<file path="config.mk">
export PLATFORM = sky130hd
export DESIGN_NAME = seq_count_bin_down_timer
export DESIGN_NICKNAME = d
export VERILOG_FILES = /design/src/rtl/seq_count_pkg.sv /design/src/rtl/seq_count_down_reg.sv /design/src/rtl/seq_count_bin_down_timer.sv
export SDC_FILE = /design/constraint.sdc
export NUM_CORES = 1
export LEC_CHECK = 0
export CAP_MARGIN = 25
export CORE_AREA = 10 10 47 49
export DETAILED_ROUTE_END_ITERATION = 10
export DIE_AREA = 0 0 57 59
export GPL_TIMING_DRIVEN = 0
export SYNTH_ARGS = -nofsm -noshare
export SYNTH_HDL_FRONTEND = slang
export SYNTH_SLANG_ARGS = --single-unit
export TNS_END_PERCENT = 1
</file>
<file path="constraint.sdc">
create_clock -name clk -period 1.9 [get_ports clk]
set_input_delay 0.38 -clock clk [delete_from_list [all_inputs] [get_ports clk]]
set_output_delay 0.38 -clock clk [all_outputs]
set_load 0.01 [all_outputs]
</file>
<file path="src/rtl/seq_count_pkg.sv">
// -----------------------------------------------------------------------------
// seq_count_pkg
// Shared definitions for the seq_count family of counters.
//   NBITS_DEFAULT : default counter / load-value width
//   state_t       : control states of the down-counter timer
// -----------------------------------------------------------------------------
package seq_count_pkg;

   localparam int NBITS_DEFAULT = 3;

   typedef enum logic [1:0] {
      IDLE  = 2'd0,   // waiting for a start request
      COUNT = 2'd1,   // decrementing toward zero
      DONE  = 2'd2    // response pending until the consumer accepts it
   } state_t;

endpackage : seq_count_pkg

</file>
<file path="src/rtl/seq_count_down_reg.sv">
// -----------------------------------------------------------------------------
// seq_count_down_reg
// nbits counter register with load and decrement enables; load wins over dec.
//   clk      : clock, rising edge
//   reset    : synchronous, active-high; clears count to 0
//   load     : capture load_val on the next edge
//   dec      : decrement count by one on the next edge (modulo 2^nbits)
//   load_val : value captured when load is high
//   count    : current register value
// -----------------------------------------------------------------------------
module seq_count_down_reg
   import seq_count_pkg::*;
#(
   parameter int nbits = NBITS_DEFAULT
) (
   input  logic             clk,
   input  logic             reset,
   input  logic             load,
   input  logic             dec,
   input  logic [nbits-1:0] load_val,
   output logic [nbits-1:0] count
);

   logic [nbits-1:0] count_next;

   // NOTE: every variable written in always_comb gets a default first, so no
   // path leaves it unassigned and no latch is inferred.
   always_comb begin
      count_next = count;
      if (load) begin
         count_next = load_val;
      end else if (dec) begin
         count_next = count - nbits'(1);
      end
   end

   // NOTE: sequential state uses non-blocking assignments so every register
   // samples the pre-edge values regardless of process evaluation order.
   always_ff @(posedge clk) begin
      if (reset) begin
         count <= '0;
      end else begin
         count <= count_next;
      end
   end

endmodule : seq_count_down_reg

</file>
<file path="src/rtl/seq_count_bin_down_timer.sv">
// -----------------------------------------------------------------------------
// seq_count_bin_down_timer
// Loadable binary down-counter timer. A start handshake loads start_count; the
// counter then decrements once per unpaused cycle and, on reaching zero, holds
// a done response until the consumer accepts it.
//   clk         : clock, rising edge
//   reset       : synchronous, active-high; forces IDLE and count = 0
//   start_val   : start request valid
//   start_rdy   : start request can be accepted (IDLE)
//   start_count : initial count, sampled on the start handshake
//   pause       : freezes the decrement while high (COUNT only)
//   count       : current counter value
//   busy        : high in COUNT and DONE
//   done_val    : countdown complete, response pending
//   done_rdy    : consumer accepts the done response
// All outputs decode registered state only; no input reaches an output
// combinationally.
// -----------------------------------------------------------------------------
module seq_count_bin_down_timer
   import seq_count_pkg::*;
#(
   parameter int nbits = NBITS_DEFAULT
) (
   input  logic             clk,
   input  logic             reset,
   input  logic             start_val,
   output logic             start_rdy,
   input  logic [nbits-1:0] start_count,
   input  logic             pause,
   output logic [nbits-1:0] count,
   output logic             busy,
   output logic             done_val,
   input  logic             done_rdy
);

   state_t state;
   state_t state_next;
   logic   load;
   logic   dec;

   always_ff @(posedge clk) begin
      if (reset) begin
         state <= IDLE;
      end else begin
         state <= state_next;
      end
   end

   always_comb begin
      state_next = state;
      load       = 1'b0;
      dec        = 1'b0;
      unique case (state)
         IDLE: begin
            // start_rdy is 1 here, so start_val alone completes the handshake.
            if (start_val) begin
               load       = 1'b1;
               state_next = (start_count != '0) ? COUNT : DONE;
            end
         end
         COUNT: begin
            // COUNT is only entered with a nonzero value, so the decrement
            // never wraps: the step from 1 to 0 is also the exit to DONE.
            if (!pause) begin
               dec = 1'b1;
               if (count == nbits'(1)) begin
                  state_next = DONE;
               end
            end
         end
         DONE: begin
            // start_rdy is still 0 in this cycle, so a start can only be
            // accepted from the following IDLE cycle.
            if (done_rdy) begin
               state_next = IDLE;
            end
         end
         default: begin
            state_next = IDLE;
         end
      endcase
   end

   seq_count_down_reg #(
      .nbits(nbits)
   ) u_down_reg (
      .clk      (clk),
      .reset    (reset),
      .load     (load),
      .dec      (dec),
      .load_val (start_count),
      .count    (count)
   );

   assign start_rdy = (state == IDLE);
   assign busy      = (state != IDLE);
   assign done_val  = (state == DONE);

endmodule : seq_count_bin_down_timer

</file>
## Word-level counts from Yosys, hierarchy flattened

Index checks and enable logic that the tools add are counted.

| operators by class | value |
|---|---|
| equality and inequality tests | 7 |
| reduce and logical (&&, ||, !) cells | 5 |
| add/sub/neg operators | 1 |
| mux-type cells | 12 |

Operator list:

| operator | count |
|---|---|
| 2-bit 2-to-1 mux | 5 |
| 3-bit 2-to-1 mux | 2 |
| 2-bit != test (second input constant) | 3 |
| 2-bit one-hot mux with 3 select lines | 1 |
| 1-bit 2-to-1 mux | 4 |
| 4-bit AND reduction | 1 |
| 2-bit nonzero test | 2 |
| 3-bit by 1-bit equality test with 1-bit output (second input constant) | 1 |
| 3-bit nonzero test | 1 |
| 3-bit by 1-bit subtractor with 3-bit output (second input constant) | 1 |
| 2-bit by 1-bit equality test with 1-bit output (second input constant) | 1 |
| 2-bit equality test (second input constant) | 1 |
| 2-bit logical NOT | 1 |
| 2-bit by 1-bit != test with 1-bit output (second input constant) | 1 |

| word-level totals | value |
|---|---|
| input port bits | 8 |
| register bits | 5 |
| logic and storage cells | 27 |

## Longest topological paths before layout

| depth | value |
|---|---|
| word-level depth | 4 |
| gate-level depth with buffers | 5 |

## By module

From an unflattened synthesis, not the netlist that was laid out.

| second synthesis, totals | value |
|---|---|
| cells, all modules | 34 |
| area total of the unflattened synthesis | 309.0 µm² |

Modules (own cells, without submodules):

| module | cells each | sequential area each (µm²) | area each (µm²) | instances |
|---|---|---|---|---|
| seq_count_down_reg | 18 | 60.1 | 168.9 | 1 |
| seq_count_bin_down_timer | 16 | 40.0 | 140.1 | 1 |

## Least setup slack after synthesis

No wires, ideal clock.

| timing path | value |
|---|---|
| kind | flip-flop to flip-flop |
| start point | reg u_down_reg.count[0] |
| end point | reg state[1] |
| cell stages (with the launch flop) | 5 |
| path slack | 0.375 ns |
| arrival time | 1.424 ns |
| setup time | 0.101 ns |
| clock period less this slack | 1.525 ns |
| path through | dfxtp_1 -> ha_1 -> or3b_1 -> or4b_1 -> o41ai_1 |

| on the way | value |
|---|---|
| cells in the longest elaborated chain, start to end | 3 |

Ends and longest elaborated chain:

| item | line | RTL |
|---|---|---|
| from (decl) | seq_count_down_reg.sv:21 | `output logic [nbits-1:0] count` |
| from (signal assigned) | seq_count_down_reg.sv:43 | `count <= count_next;` |
| 3-bit by 1-bit equality test with 1-bit output | seq_count_bin_down_timer.sv:66 | `if (count == nbits'(1)) begin` |
| 2-bit != test (no source line) | n/a |  |
| 4-bit AND reduction (no source line) | n/a |  |
| to (signal assigned) | seq_count_bin_down_timer.sv:45 | `state <= state_next;` |
| to (decl) | seq_count_bin_down_timer.sv:36 | `state_t state;` |

Every way passes these cells.
A chain may end at the register's enable or synchronous reset.

## Worst setup path after layout

| timing path | value |
|---|---|
| start point | reg state[1] |
| end point | out done_val |

| on the way | value |
|---|---|
| cells in the longest elaborated chain, start to end | 1 |

Ends and longest elaborated chain:

| item | line | RTL |
|---|---|---|
| 2-bit equality test | seq_count_bin_down_timer.sv:97 | `assign done_val = (state == DONE);` |
| to (decl) | seq_count_bin_down_timer.sv:32 | `output logic done_val,` |

Every way passes these cells.

==> results by group <==
Synth
  • Cells after Synth: 36
  • Ys Warns: 0
  • Post-synth net total: 46
  • Top cell type's share of synthesized area: 0.3187
  • Avg Cell Area, Syn: 8.724 µm²
  • Synth async-reset ratio: 0
  • Synth cell types: 19
  • Sequential area share after synthesis: 0.3187
  • Post-synthesis cell area: 314.1 µm²
  • Synth top cells by count: dfxtp_1, a2bb2oi_1
  • Cell taking the most area after synthesis: dfxtp_1
  • Synthesis-stage register bit count: 5
  • Top-count cell post-synth: dfxtp_1
  • Largest cells by area after synthesis: dfxtp_1, a2bb2oi_1, or3b_1
  • Post-synth EDFFs: 0
  • Top_reg_cell synth: dfxtp_1

Setup path
  • Req. time, crit path: 1520 ps
  • Crit path DAT: 1380 ps
  • Crit path launch: state[1]
  • Startpoint types: flop
  • Critical Path End Type: output port
  • FF-to-FF Start: u_down_reg.count[0]
  • CP max FO: 10
  • Crit Path Class: flop to output port

CTS
  • H-Tree Depth: 1
  • Clk slew on worst S/H paths: 40 ps
  • Hold buffers post-CTS: 0
  • CTS sink count: 5
  • Clk Latency, worst-skew pair: 240 ps
  • CTS root buf: clkbuf_4
  • Post-CTS setup buffers: 0
  • CTS buffer count: 3
  • Clock Path Buffers: 2
  • CTS tree: built

Timing
  • Period utilisation layout: 0.9287
  • Setup TNS Final: 0 ps
  • Tmin final: 1765 ps
  • Slew headroom: 0.7470
  • Final number of setup-violating endpoints: 0
  • RSZ-0062 raised after global routing: false
  • Slew Viols, Final: 0
  • FMAX: 0.5667 GHz
  • Worst-margin pin slew: 378.7 ps
  • Final Skew: 0.6403 ps
  • Final worst slack: 135.5 ps
  • Fin. Hold Viols: 0

Finish
  • Antenna cells: 0
  • FILL cells: 152
  • Fraction of layout cells with a size suffix above 1: 0.09434
  • Final instance area: 491.7 µm²
  • Final cell count without fillers: 69
  • Fin nets: 64
  • Area added between synthesis and finish: 56.57%

Floorplan
  • I/O pin total: 14
  • Die area: 3363 µm²
  • Row count: 14
  • Starting Density: 0.2241
  • Die height: 59 µm
  • Die width: 57 µm
  • Core area: 1401 µm²

Outcome
  • Outcome: completed

GRT
  • Initial antenna violation count: 0
  • Most used routing layer in global routing: met2
  • GR Util met3: 0.05794
  • First-pass GRT wire length: 1.587 mm
  • Vias in the first global route: 354
  • GRT met2 Usage: 0.08217
  • Total global routing overflow: 0
  • GRT Util Overall: 0.05982
  • Largest net degree at the start of global routing: 11
  • GRT met1 Usage: 0.06587

Place
  • Post-place setup slack: 70.18 ps
  • Cell Area, Placed: 464.2 µm²
  • IO buf count: 13
  • Final GP Congestion: 0.7117
  • Post-DP HPWL: 692.5 µm
  • DP Cell Count: 65

Power
  • Max VDD drop: 0.4788 mV
  • Final total power: 0.3474 mW
  • P_leak: 0.2003 nW
  • Pwr dens: 706.5 nW/µm²

Drt
  • Remaining DRCs: 0
  • DR vias: 325
  • DRT antenna net count: 0
  • Vias per cell: 4.710
  • WL/cell: 13.03 µm
  • Drt total wl: 899 µm
  • Pre-antenna DRT Iters: 4
  • Initial DRC Count: 5

Flow run
  • Max-cap violations: 0

Worst hold path
  • Hold_sp: u_down_reg.count[1]
  • Hold Crit Class: flop to flop
## sequential cells by signal, summed over array words and instances, names as in the netlist
register and cells:
state 2, u_down_reg.count 3
## worst max-delay path, cell delays in order (launching register included)
cell             delay [ps]
dfxtp_1                 320
buf_4                   150
nor2b_1                 130
clkdlybuf4s50_1         540
## per-stage QoR
stage / utilization / hold slack [ps]
global placement: 0.3313 / 483.6
global route: 0.3509 / 529.9
floorplan: - / 449.1
finish: 0.3509 / 484.3
CTS: 0.3491 / 487.1
detailed placement: 0.3313 / 475.6
## power breakdown
group          switching (mW)  total [mW]  internal [mW]
clock network          0.0453       0.125         0.0795
logic                  0.0391      0.0966         0.0575
registers              0.0112       0.126          0.115
total                  0.0956       0.347          0.252
## final cells by class
type	count	area, µm²	share of cell area
sequential	5	100.1	0.2036
multi-input combinational	27	195.2	0.3969
tap	16	20.02	0.04071
timing repair buffer	13	131.4	0.2672
buffer	1	7.507	0.01527
clock buffer	4	26.28	0.05344
inverter	3	11.26	0.02290
## repair_timing
item                       in CTS  in global routing
setup endpoints to repair       1                  1
pin swaps                       0                  0
gates cloned                    0                  0
gates resized for setup         1                  1
## path summary, 6_finish.rpt
check	cells past startpoint	slack (ps)	end
worst max-delay path	3	140	done_val
worst min-delay path	2	480	u_down_reg.count[1]
worst max register to register	4	360	state[1]
worst min register to register	2	480	u_down_reg.count[1]
## routing by layer
| layer | routed length (µm) | part of all wire |
|---|---|---|
| met5 | 0 | 0 |
| met4 | 0 | 0 |
| met3 | 125 | 0.14 |
| met2 | 372 | 0.41 |
| met1 | 401 | 0.45 |
## cell families after synthesis
kind of cell / after synthesis / share of synthesized area
AOI/OAI and AO/OA: 9 / 0.2032
adders and majority gates: 2 / 0.07967
buffers and inverters: 4 / 0.05977
DFF: 5 / 0.3187
and+or+nand+nor: 16 / 0.3387
## placed cells by master, fill, tap and decap left out, drive strengths merged
| cell | synthesis | final |
|---|---|---|
| or3b | 3 | 3 |
| nor3 | 2 | 2 |
| dlymetal6s2s | 0 | 1 |
| or4b | 1 | 1 |
| nand2b | 1 | 1 |
| nand4bb | 1 | 1 |
| dlygate4sd2 | 0 | 1 |
| nor2 | 1 | 1 |
| or2 | 1 | 1 |
| nor2b | 1 | 1 |
| a21oi | 3 | 3 |
| o21ai | 1 | 1 |
| clkdlybuf4s50 | 0 | 11 |
| a2bb2oi | 4 | 4 |
| nand2 | 1 | 1 |
| o41ai | 1 | 1 |
| buf | 1 | 1 |
| dfxtp | 5 | 5 |
| inv | 3 | 3 |
| clkbuf | 0 | 4 |
| nor3b | 1 | 1 |
| ha | 2 | 2 |
| nand3 | 3 | 3 |
(Power assumes the default switching activity.)
